$ cat src/rtl/usb_rw_burst_ctrl_pkg.sv
// Shared constants, enums and token packing for the USB page read/write controller.
package usb_rw_pkg;

  localparam logic [7:0] PID_OUT   = 8'b10000111;
  localparam logic [7:0] PID_IN    = 8'b10010110;
  localparam logic [7:0] PID_DATA0 = 8'b11000011;

  typedef enum logic [1:0] {
    TASK_IDLE  = 2'b00,
    TASK_READ  = 2'b01,
    TASK_WRITE = 2'b10
  } task_e;

  typedef enum logic [2:0] {
    S_IDLE,
    S_ADDR,
    S_WAIT_WR,
    S_DATA,
    S_DONE
  } state_e;

  function automatic logic [18:0] make_token(input logic [7:0] pid,
                                             input logic [6:0] addr,
                                             input logic [3:0] endp);
    return {pid, addr, endp};
  endfunction

endpackage

$ cat src/rtl/usb_rw_burst_ctrl_if.sv
// Task-side and protocol-side signal bundle of the burst controller.
interface usb_rw_burst_ctrl_if #(
  parameter int DATA_BYTES = 8,
  parameter int PAGE_W     = 16,
  parameter int MAX_PAGES  = 16,
  parameter int MAX_RETRY  = 3
);
  localparam int DW    = 8 * DATA_BYTES;
  localparam int CNT_W = $clog2(MAX_PAGES + 1);
  localparam int RTY_W = $clog2(MAX_RETRY + 1);

  logic [1:0]             task_i;
  logic                   start;
  logic [PAGE_W-1:0]      mempage;
  logic [CNT_W-1:0]       num_pages;
  logic [DW-1:0]          wr_data;
  logic                   wr_valid;
  logic                   wr_ready;
  logic                   ptcl_ready;
  logic                   ptcl_done;
  logic                   ptcl_success;
  logic [DW-1:0]          ptcl_data;
  logic [18:0]            token_pkt_out;
  logic [8+DW-1:0]        data_pkt_out;
  logic                   data_avail;
  logic [DW-1:0]          rd_data;
  logic                   rd_valid;
  logic                   busy;
  logic                   task_done;
  logic                   task_success;
  logic [RTY_W+CNT_W-1:0] fail_count;

  modport master (
    output task_i, start, mempage, num_pages, wr_data, wr_valid,
           ptcl_ready, ptcl_done, ptcl_success, ptcl_data,
    input  wr_ready, token_pkt_out, data_pkt_out, data_avail, rd_data,
           rd_valid, busy, task_done, task_success, fail_count
  );

  modport slave (
    input  task_i, start, mempage, num_pages, wr_data, wr_valid,
           ptcl_ready, ptcl_done, ptcl_success, ptcl_data,
    output wr_ready, token_pkt_out, data_pkt_out, data_avail, rd_data,
           rd_valid, busy, task_done, task_success, fail_count
  );
endinterface

$ cat src/rtl/usb_rw_burst_ctrl_bitrev.sv
// Combinational full-width bit reversal: bit i moves to bit W-1-i.
module bit_reverse_n #(
  parameter int W = 8
) (
  input  logic [W-1:0] i_d,
  output logic [W-1:0] o_q
);
  for (genvar g = 0; g < W; g++) begin : g_rev
    assign o_q[g] = i_d[W-1-g];
  end
endmodule

$ cat src/rtl/usb_rw_burst_ctrl.sv
// Host-side USB page read/write controller: multi-page bursts of address and
// data phases with per-phase bounded retry, write handshake and read strobe.
module usb_rw_burst_ctrl
  import usb_rw_pkg::*;
#(
  parameter int         DATA_BYTES = 8,
  parameter int         PAGE_W     = 16,
  parameter int         MAX_PAGES  = 16,
  parameter int         MAX_RETRY  = 3,
  parameter logic [6:0] DEV_ADDR   = 7'b1010000,
  parameter logic [3:0] ENDP_ADDR  = 4'b0010,
  parameter logic [3:0] ENDP_DATA  = 4'b0001
) (
  input logic                clk,
  input logic                rst,
  usb_rw_burst_ctrl_if.slave bus
);
  localparam int DW    = 8 * DATA_BYTES;
  localparam int CNT_W = $clog2(MAX_PAGES + 1);
  localparam int RTY_W = $clog2(MAX_RETRY + 1);
  localparam int FC_W  = RTY_W + CNT_W;

  state_e            r_state, w_next;
  task_e             r_task;
  logic [PAGE_W-1:0] r_cur_page;
  logic [CNT_W-1:0]  r_pages_left;
  logic [RTY_W-1:0]  r_retry;
  logic [FC_W-1:0]   r_fail_cnt;
  logic [DW-1:0]     r_wr_reg, r_rd_data;
  logic              r_rd_valid, r_gap, r_result, w_result_nxt;

  logic          w_in_phase, w_ok, w_fail, w_task_valid, w_can_retry, w_last;
  logic          w_avail, w_rd_data_phase, w_start_ok;
  logic [DW-1:0] w_rev_in, w_rev_out;
  logic          w_unused;

  assign w_unused        = bus.ptcl_ready;
  assign w_in_phase      = (r_state == S_ADDR) || (r_state == S_DATA);
  assign w_ok            = w_in_phase && bus.ptcl_done && bus.ptcl_success;
  assign w_fail          = w_in_phase && bus.ptcl_done && !bus.ptcl_success;
  assign w_task_valid    = (bus.task_i == TASK_READ) || (bus.task_i == TASK_WRITE);
  assign w_start_ok      = (r_state == S_IDLE) && bus.start && w_task_valid;
  assign w_can_retry     = r_retry < RTY_W'(MAX_RETRY);
  assign w_last          = r_pages_left == CNT_W'(1);
  assign w_rd_data_phase = (r_state == S_DATA) && (r_task == TASK_READ);

  always_ff @(posedge clk or posedge rst) begin
    if (rst) begin
      r_state  <= S_IDLE;
      r_result <= 1'b0;
    end else begin
      r_state  <= w_next;
      r_result <= w_result_nxt;
    end
  end

  always_comb begin
    w_next       = r_state;
    w_result_nxt = r_result;
    case (r_state)
      S_IDLE: begin
        if (w_start_ok) begin
          if (bus.num_pages == '0) begin
            w_next       = S_DONE;
            w_result_nxt = 1'b0;
          end else begin
            w_next = S_ADDR;
          end
        end
      end
      S_ADDR: begin
        if (w_ok) begin
          w_next = (r_task == TASK_WRITE) ? S_WAIT_WR : S_DATA;
        end else if (w_fail && !w_can_retry) begin
          w_next       = S_DONE;
          w_result_nxt = 1'b0;
        end
      end
      S_WAIT_WR: begin
        if (bus.wr_valid) w_next = S_DATA;
      end
      S_DATA: begin
        if (w_ok) begin
          if (w_last) begin
            w_next       = S_DONE;
            w_result_nxt = 1'b1;
          end else begin
            w_next = S_ADDR;
          end
        end else if (w_fail && !w_can_retry) begin
          w_next       = S_DONE;
          w_result_nxt = 1'b0;
        end
      end
      S_DONE:  w_next = S_IDLE;
      default: w_next = S_IDLE;
    endcase
  end

  // Burst bookkeeping, payload capture and failure accounting
  always_ff @(posedge clk or posedge rst) begin
    if (rst) begin
      r_task       <= TASK_IDLE;
      r_cur_page   <= '0;
      r_pages_left <= '0;
      r_retry      <= '0;
      r_fail_cnt   <= '0;
      r_wr_reg     <= '0;
      r_rd_data    <= '0;
      r_rd_valid   <= 1'b0;
      r_gap        <= 1'b0;
    end else begin
      r_gap      <= bus.ptcl_done;
      r_rd_valid <= 1'b0;
      if (w_start_ok) begin
        r_task       <= task_e'(bus.task_i);
        r_cur_page   <= bus.mempage;
        r_pages_left <= bus.num_pages;
        r_fail_cnt   <= '0;
        r_retry      <= '0;
      end
      if ((r_state == S_WAIT_WR) && bus.wr_valid) r_wr_reg <= bus.wr_data;
      if (w_ok) begin
        r_retry <= '0;
        if (r_state == S_DATA) begin
          r_pages_left <= r_pages_left - CNT_W'(1);
          r_cur_page   <= r_cur_page + PAGE_W'(1);
          if (r_task == TASK_READ) begin
            r_rd_data  <= bus.ptcl_data;
            r_rd_valid <= 1'b1;
          end
        end
      end
      if (w_fail) begin
        if (r_fail_cnt != '1) r_fail_cnt <= r_fail_cnt + FC_W'(1);
        if (w_can_retry) r_retry <= r_retry + RTY_W'(1);
      end
    end
  end

  // Address phases carry the page left-aligned; write data phases carry wr_reg
  assign w_rev_in = (r_state == S_ADDR) ? {r_cur_page, {(DW-PAGE_W){1'b0}}} : r_wr_reg;

  bit_reverse_n #(.W(DW)) u_rev (
    .i_d (w_rev_in),
    .o_q (w_rev_out)
  );

  // The gap cycle after every ptcl_done makes each request a fresh rising edge
  assign w_avail = w_in_phase && !r_gap;

  always_comb begin
    bus.token_pkt_out = '0;
    bus.data_pkt_out  = '0;
    if (w_avail) begin
      if (w_rd_data_phase) begin
        bus.token_pkt_out = make_token(PID_IN, DEV_ADDR, ENDP_DATA);
      end else begin
        bus.token_pkt_out = make_token(PID_OUT, DEV_ADDR, ENDP_ADDR);
        bus.data_pkt_out  = {PID_DATA0, w_rev_out};
      end
    end
  end

  assign bus.data_avail   = w_avail;
  assign bus.wr_ready     = r_state == S_WAIT_WR;
  assign bus.busy         = r_state != S_IDLE;
  assign bus.task_done    = r_state == S_DONE;
  assign bus.task_success = (r_state == S_DONE) && r_result;
  assign bus.rd_data      = r_rd_data;
  assign bus.rd_valid     = r_rd_valid;
  assign bus.fail_count   = r_fail_cnt;

endmodule
$ cat src/flat_wrapper.sv
// flat-port wrapper written by rule: the top's interface ports become plain ports
module usb_rw_burst_ctrl_flat import usb_rw_pkg::*;
#(
  parameter int         DATA_BYTES = 8,
  parameter int         PAGE_W     = 16,
  parameter int         MAX_PAGES  = 16,
  parameter int         MAX_RETRY  = 3,
  parameter logic [6:0] DEV_ADDR   = 7'b1010000,
  parameter logic [3:0] ENDP_ADDR  = 4'b0010,
  parameter logic [3:0] ENDP_DATA  = 4'b0001
)
  (clk, rst, bus_task_i, bus_start, bus_mempage, bus_num_pages, bus_wr_data, bus_wr_valid, bus_ptcl_ready, bus_ptcl_done, bus_ptcl_success, bus_ptcl_data, bus_wr_ready, bus_token_pkt_out, bus_data_pkt_out, bus_data_avail, bus_rd_data, bus_rd_valid, bus_busy, bus_task_done, bus_task_success, bus_fail_count);
  usb_rw_burst_ctrl_if #(.DATA_BYTES(DATA_BYTES), .PAGE_W(PAGE_W), .MAX_PAGES(MAX_PAGES), .MAX_RETRY(MAX_RETRY)) bus_i ();
  input logic clk;
  input logic rst;
  input wire logic [$bits(bus_i.task_i)-1:0] bus_task_i;
  input wire logic [$bits(bus_i.start)-1:0] bus_start;
  input wire logic [$bits(bus_i.mempage)-1:0] bus_mempage;
  input wire logic [$bits(bus_i.num_pages)-1:0] bus_num_pages;
  input wire logic [$bits(bus_i.wr_data)-1:0] bus_wr_data;
  input wire logic [$bits(bus_i.wr_valid)-1:0] bus_wr_valid;
  input wire logic [$bits(bus_i.ptcl_ready)-1:0] bus_ptcl_ready;
  input wire logic [$bits(bus_i.ptcl_done)-1:0] bus_ptcl_done;
  input wire logic [$bits(bus_i.ptcl_success)-1:0] bus_ptcl_success;
  input wire logic [$bits(bus_i.ptcl_data)-1:0] bus_ptcl_data;
  output wire logic [$bits(bus_i.wr_ready)-1:0] bus_wr_ready;
  output wire logic [$bits(bus_i.token_pkt_out)-1:0] bus_token_pkt_out;
  output wire logic [$bits(bus_i.data_pkt_out)-1:0] bus_data_pkt_out;
  output wire logic [$bits(bus_i.data_avail)-1:0] bus_data_avail;
  output wire logic [$bits(bus_i.rd_data)-1:0] bus_rd_data;
  output wire logic [$bits(bus_i.rd_valid)-1:0] bus_rd_valid;
  output wire logic [$bits(bus_i.busy)-1:0] bus_busy;
  output wire logic [$bits(bus_i.task_done)-1:0] bus_task_done;
  output wire logic [$bits(bus_i.task_success)-1:0] bus_task_success;
  output wire logic [$bits(bus_i.fail_count)-1:0] bus_fail_count;
  assign bus_i.task_i = bus_task_i;
  assign bus_i.start = bus_start;
  assign bus_i.mempage = bus_mempage;
  assign bus_i.num_pages = bus_num_pages;
  assign bus_i.wr_data = bus_wr_data;
  assign bus_i.wr_valid = bus_wr_valid;
  assign bus_i.ptcl_ready = bus_ptcl_ready;
  assign bus_i.ptcl_done = bus_ptcl_done;
  assign bus_i.ptcl_success = bus_ptcl_success;
  assign bus_i.ptcl_data = bus_ptcl_data;
  assign bus_wr_ready = bus_i.wr_ready;
  assign bus_token_pkt_out = bus_i.token_pkt_out;
  assign bus_data_pkt_out = bus_i.data_pkt_out;
  assign bus_data_avail = bus_i.data_avail;
  assign bus_rd_data = bus_i.rd_data;
  assign bus_rd_valid = bus_i.rd_valid;
  assign bus_busy = bus_i.busy;
  assign bus_task_done = bus_i.task_done;
  assign bus_task_success = bus_i.task_success;
  assign bus_fail_count = bus_i.fail_count;
  usb_rw_burst_ctrl #(.DATA_BYTES(DATA_BYTES), .PAGE_W(PAGE_W), .MAX_PAGES(MAX_PAGES), .MAX_RETRY(MAX_RETRY), .DEV_ADDR(DEV_ADDR), .ENDP_ADDR(ENDP_ADDR), .ENDP_DATA(ENDP_DATA)) u_core (.clk(clk), .rst(rst), .bus(bus_i));
endmodule
$ cat config.mk
export PLATFORM = sky130hd
export DESIGN_NAME = usb_rw_burst_ctrl_flat
export DESIGN_NICKNAME = d
export VERILOG_FILES = /design/src/rtl/usb_rw_burst_ctrl_pkg.sv /design/src/rtl/usb_rw_burst_ctrl_if.sv /design/src/rtl/usb_rw_burst_ctrl_bitrev.sv /design/src/rtl/usb_rw_burst_ctrl.sv /design/src/flat_wrapper.sv
export SDC_FILE = /design/constraint.sdc
export NUM_CORES = 1
export LEC_CHECK = 0
export ABC_AREA = 1
export BUFFER_PORTS_ARGS = -buffer_cell sky130_fd_sc_hd__clkbuf_2
export CELL_PAD_IN_SITES_DETAIL_PLACEMENT = 1
export CELL_PAD_IN_SITES_GLOBAL_PLACEMENT = 1
export CORE_ASPECT_RATIO = 1.25
export CORE_MARGIN = 1
export CORE_UTILIZATION = 35
export DETAILED_ROUTE_END_ITERATION = 6
export HOLD_SLACK_MARGIN = 0.12
export PLACE_DENSITY = 0.85
export SETUP_SLACK_MARGIN = 0.5
export SLEW_MARGIN = 10
export SYNTH_ARGS = -nofsm -noshare
export SYNTH_HDL_FRONTEND = slang
export SYNTH_SLANG_ARGS = --single-unit
$ cat constraint.sdc
create_clock -name clk -period 6.5 [get_ports clk]
set_input_delay 0.975 -clock clk [delete_from_list [all_inputs] [get_ports clk]]
set_output_delay 0.975 -clock clk [all_outputs]
set_load 0.03 [all_outputs]
# Yosys cells after proc, flatten, opt, wreduce, memory -nomap -nowiden
# Index checks and enable logic that the tools add are counted.
[totals] output_inout_bits=168 latch_bits=0 mem_count=0 input_bits=158 rom_bits=0 regBits=166 ram_bits=0 elab_cells=90
[classes] n_mul=0 mux=37 bitwise=0 reduce_logical=22 n_eq_ne=15 shift=0 div_mod_pow=0 add_sub_neg=4 magnitude_cmp=1
[op_table] op="2-to-1 mux 72 bit" n=2
[op_table] op="2-to-1 mux 16 bit" n=4
[op_table] op="2-to-1 mux 64 bit" n=1
[op_table] op="2-to-1 mux 3 bit" n=7
[op_table] op="2-to-1 mux 7 bit" n=3
[op_table] op="2-to-1 mux 19 bit" n=1
[op_table] op="adder 16 x 1 -> 16 bit (second input constant)" n=1
[op_table] op="2-to-1 mux 5 bit" n=3
[op_table] op="case mux 3 bit (4 select lines)" n=1
[op_table] op="logical AND 1 bit" n=10
[op_table] op="2-to-1 mux 1 bit" n=10
[op_table] op="2-to-1 mux 2 bit" n=4
[op_table] op="adder 7 x 1 -> 7 bit (second input constant)" n=1
[op_table] op="!= test 7 bit (second input constant)" n=1
[op_table] op="== test 3 x 2 -> 1 bit (second input constant)" n=2
[op_table] op="!= test 2 bit (second input constant)" n=3
[op_table] op="nonzero test 3 bit" n=2
[op_table] op="== test 5 x 1 -> 1 bit (second input constant)" n=1
[op_table] op="logical NOT 5 bit" n=1
[op_table] op="AND reduction 5 bit" n=1
[op_table] op="subtractor 5 x 1 -> 5 bit (second input constant)" n=1
[op_table] op="== test 2 x 1 -> 1 bit (second input constant)" n=2
[op_table] op="== test 2 bit (second input constant)" n=2
[op_table] op="== test 3 x 1 -> 1 bit (second input constant)" n=1
[op_table] op="other kinds (11)" n=14

# Depth between registers and ports, before layout
[logic_depth] word_depth=8 mapped_depth=10 depth_no_buf=10

# Hierarchy
# From an unflattened synthesis, not the netlist that was laid out.
[unflattened] cells_unflattened=1128 area_unflattened_um2=9318.9
[by_module_without_submodules] module="usb_rw_burst_ctrl" cells_per_inst=1064 instances=1 seq_area_each_um2=4154.0 area_each_um2=8838.5
[by_module_without_submodules] module="bit_reverse_n" cells_per_inst=64 instances=1 seq_area_each_um2=0.0 area_each_um2=480.5

# Worst setup path before layout
# Ideal clock, no wire load.
[synth_path] path_kind="register -> output" start="register u_core.r_state[0]" end="output bus_data_pkt_out[44]" required_ps=5525 path_buffers=3 stages_incl_launch_ff=8 arrival_time_ps=2250 path_slack_ps=3275 cell_sequence="dfrtp_1 buf_4 inv_2 nor3_2 nand2_2 buf_4 buf_4 nor3_1"
[synth_between] elab_chain_cells=4 word_cells_on_any_way=8 cone_classes="eq/ne (2); mux (3); reduce/logical (3)"
[synth_rtl] element="start, declared" line="usb_rw_burst_ctrl.sv:23" text="state_e r_state, w_next;"
[synth_rtl] element="start signal, assigned" line="usb_rw_burst_ctrl.sv:52" text="r_state <= w_next;"
[synth_rtl] element="== test 3 x 1 -> 1 bit or == test 3 x 2 -> 1 bit (tied branches)" line="usb_rw_burst_ctrl.sv:38" text="assign w_in_phase = (r_state == S_ADDR) || (r_state == S_DATA);"
[synth_rtl] element="logical OR 1 bit *" line="usb_rw_burst_ctrl.sv:38"
[synth_rtl] element="logical AND 1 bit *" line="usb_rw_burst_ctrl.sv:150" text="assign w_avail = w_in_phase && !r_gap;"
[synth_rtl] element="named net bus_data_avail" line="flat_wrapper.sv:29" text="output wire logic [$bits(bus_i.data_avail)-1:0] bus_data_avail;"
[synth_rtl] element="2-to-1 mux 72 bit *" line="usb_rw_burst_ctrl.sv:155" text="if (w_avail) begin"
[synth_rtl] element="end, declared" line="flat_wrapper.sv:28" text="output wire logic [$bits(bus_i.data_pkt_out)-1:0] bus_data_pkt_out;"
# The timed path passes the listed nets; every way through them passes the cells marked *.

# Worst setup path in the final report
[layout_path] start="register u_core.r_state[0]" end="output bus_data_pkt_out[14]"
[layout_between] elab_chain_cells=4 word_cells_on_any_way=8 cone_classes="eq/ne (2); mux (3); reduce/logical (3)"
[layout_rtl] element="== test 3 x 1 -> 1 bit or == test 3 x 2 -> 1 bit (tied branches)" line="usb_rw_burst_ctrl.sv:38, usb_rw_burst_ctrl.sv:142, usb_rw_burst_ctrl.sv:45"
[layout_rtl] element="2-to-1 mux 64 bit (tied with other cells)" line="usb_rw_burst_ctrl.sv:142" text="assign w_rev_in = (r_state == S_ADDR) ? {r_cur_page, {(DW-PAGE_W){1'b0}}} : r_wr_reg;"
[layout_rtl] element="2-to-1 mux 72 bit or logical AND 1 bit (tied branches)" line="usb_rw_burst_ctrl.sv:156, usb_rw_burst_ctrl.sv:150"
[layout_rtl] element="2-to-1 mux 72 bit *" line="usb_rw_burst_ctrl.sv:155"
# Every way passes the cells marked *; elsewhere a longest branch is shown, timed or not.

==> summary.md <==
| Metric | Value |
|---|---|
| Outcome | complete, but fails checks |
| Failing checks | DRC |
| Final worst slack | 2280 ps |
| Worst clock skew | 11.8 ps |
| CTS tree | yes |
| Die area | 24000 sq um |
| Synthesized flop and latch total | 166 |
| Top Ports | 326 |
| Leading area contributor after synthesis | dfrtp_1 |
| Hold path start | u_core.bus.rd_data[63] |
| RSZ-0062 raised after global routing | false |
| Final Instance Count excl. Fillers | 1605 |
| Post-CTS setup buffer count | 0 |
| Reg2reg end | u_core.bus.rd_data[42] |
| Maximum root-to-sink buffer count | 2 |
| Hold buffer count at CTS | 0 |
| Synth Area per Inst | 7.94 sq um |
| Worst VDD drop | 183 uV |
| Leak | 5.99 nW |
| Nets | 1466 |
| DR DRC count | 22 |
| Largest net degree at the start of global routing | 100 |
| Hold Crit Endpoint | u_core.bus.rd_data[63] |
| CP required | 5520 ps |
| Final wirelength | 25600 um |
| Worst hold stages | 2 |
| IO Port Bufs | 310 |
| Clock root buffer | clkbuf_16 |
| Mapped Cells | 1031 |
| Share of cells above drive strength 1 | 0.294 |
| Worst Path Arrival | 3250 ps |
| Wire length of the first global-routing pass | 41400 um |
| Hold Crit Class | register to register |
| Peak Freq | 237 MHz |
| # fillers | 2945 |
| Post-layout min period | 4220 ps |
| Antenna violations before repair | 1 |
| DP HPWL | 17900 um |
| Crit path kind | register to output pin |
| Post-synth top area share | 0.507 |
| Worst skew pair latency | 430 ps |
| Yosys cell types | 33 |
| Clk slew on worst S/H paths | 70 ps |
| Synthesized area | 8190 sq um |
| Worst r2r src | u_core.r_state[0] |
| Final hold vios | 0 |
| Post-CTS sizing | 0 |
| Crit end category | output pin |
| Setup TNS | 0 ps |
| Detailed Route Iter0 Violations | 353 |
| Sequential area share after synthesis | 0.507 |
| Gp weighted congestion | 0.847 |
| Placement Setup Slack | 2750 ps |
| CTS buffer count | 17 |
| Die width | 139 um |
| Vias in the first global route | 7898 |
| Fin crit share | 0.650 |
| Max-cap violations | 0 |
| DR vias | 7643 |
| Fin area | 10300 sq um |
| Post-Place Cells | 1572 |
| Reg2reg setup slack | 3720 ps |
| Rows | 62 |
| Slew margin rel. | 0.277 |
| Ranking of synthesized cells by area | dfrtp_1, nand2_1, inv_1 |
| Die Y | 173 um |
| GRT overflow | 0 |
| P&R area growth vs syn | 25.7% |
| Post-DP Area | 9680 sq um |
| CTS H-tree lvls | 4 |
| Slew Viols, Final | 0 |
| R2R depth | 7 |
| Setup crit start kind | register |
| Final Setup Violations | 0 |
| GRT Util Overall | 0.219 |
| CP max FO | 49 |
| PwrDens | 503 nW/um^2 |
| Final ANT Viol Nets | 0 |
| Slew at the pin closest to its max-slew limit | 1080 ps |
| Total power | 5.18 mW |
| Clock Sinks | 166 |
| Initial Util | 0.357 |
| Post-DR vias/cell | 4.76 |
| Core Box Area | 23000 sq um |
| WL per Instance | 16.0 um |
| Synth Warn # | 0 |
| DRT Pass-1 Iters | 7 |
==> cell type report <==
| type | count | area (sq um) | area share |
|---|---|---|---|
| antenna | 1 | 2.50 | 0.000243 |
| clock buffer | 17 | 425 | 0.0413 |
| clock inverter | 15 | 178 | 0.0173 |
| inverter | 114 | 433 | 0.0421 |
| multi-input combinational | 689 | 3150 | 0.306 |
| sequential | 166 | 4150 | 0.404 |
| tap | 288 | 360 | 0.0350 |
| timing repair buffer | 315 | 1590 | 0.154 |
==> logic make-up (layout without fill, tap and decap cells) <==
logic type,after synthesis,after routing,synth area share
other cells,1,15,0.000458
mux,17,17,0.0232
flops,166,166,0.507
buf+inv,189,461,0.115
fa+ha+maj,5,5,0.00764
simple gates,543,543,0.274
compound gates,102,102,0.0636
xor+xnor,8,8,0.00856
==> cell usage after synthesis <==
cell type,n
nor2_1,90
nand3_1,43
inv_1,104
xor2_1,6
o21ai_1,3
nor3_4,1
nand2_2,4
nand4_1,7
buf_4,31
mux2i_1,1
mux2_2,16
o21a_1,1
ha_1,5
clkbuf_1,10
o211ai_1,1
or2_2,2
nor3_2,1
buf_6,12
nor2_2,2
nand3b_1,1
nand4_4,1
and2_1,1
dfrtp_1,166
nand2_1,338
o21bai_1,2
nor2_4,1
buf_2,22
inv_2,10
xnor2_1,2
a21oi_1,57
o21ai_0,38
nor3_1,51
conb_1,1
==> per-layer routing <==
layer | part of all wire | wire, um | up-vias | GRT usage
li1 | - | - | 3712 | -
met4 | 0.031 | 795 | 0 | 0.101
met2 | 0.54 | 13700 | 213 | 0.398
met5 | 0 | 0 | - | 0
met1 | 0.40 | 10200 | 3671 | 0.253
met3 | 0.036 | 917 | 47 | 0.0318
==> placed cells by master, fill, tap and decap left out, types with 2 or more instances in the layout <==
cell type,instances
a21oi_1,57
buf_4,5
bufinv_16,3
clkbuf_16,17
clkbuf_2,310
clkinv_2,4
clkinv_4,2
clkinvlp_4,2
conb_1,14
dfrtp_1,166
ha_1,5
inv_1,103
inv_2,10
inv_6,5
mux2_2,16
nand2_1,337
nand2_2,4
nand3_1,43
nand4_1,7
nor2_1,90
nor2_2,2
nor3_1,51
o21ai_0,38
o21ai_1,3
o21bai_1,2
or2_2,2
xnor2_1,2
xor2_1,6
==> worst max-delay path, stage by stage, from the launching register on <==
cell,delay (ps)
dfrtp_1,590
inv_2,120
nor3_2,350
nand2_2,680
inv_2,650
nand2_1,120
inv_1,80
clkbuf_2,210
==> report_power, final <==
group / switching (mW) / internal (mW)
clock network: 0.453 / 0.608
logic: 1.65 / 0.667
registers: 0.293 / 1.50
total: 2.40 / 2.78
==> per-stage QoR <==
step           utilization  hold slack [ps]
3_3_place_gp         0.422              462
5_1_grt              0.448              497
3_5_place_dp         0.422              466
6_report             0.448              483
4_1_cts              0.448              483
2_1_floorplan            -              456
==> how the worst max path moves through the flow <==
stage,from,to
final,u_core.r_state[0],bus_data_pkt_out[14]
after global routing,u_core.r_state[0],bus_data_pkt_out[12]
after CTS,u_core.r_state[0],bus_data_pkt_out[14]
after detailed placement,u_core.r_state[0],bus_data_pkt_out[10]
after global placement,u_core.r_state[0],bus_data_pkt_out[4]
after floorplan,rst,u_core.bus.fail_count[0]
(Power assumes the default switching activity.)
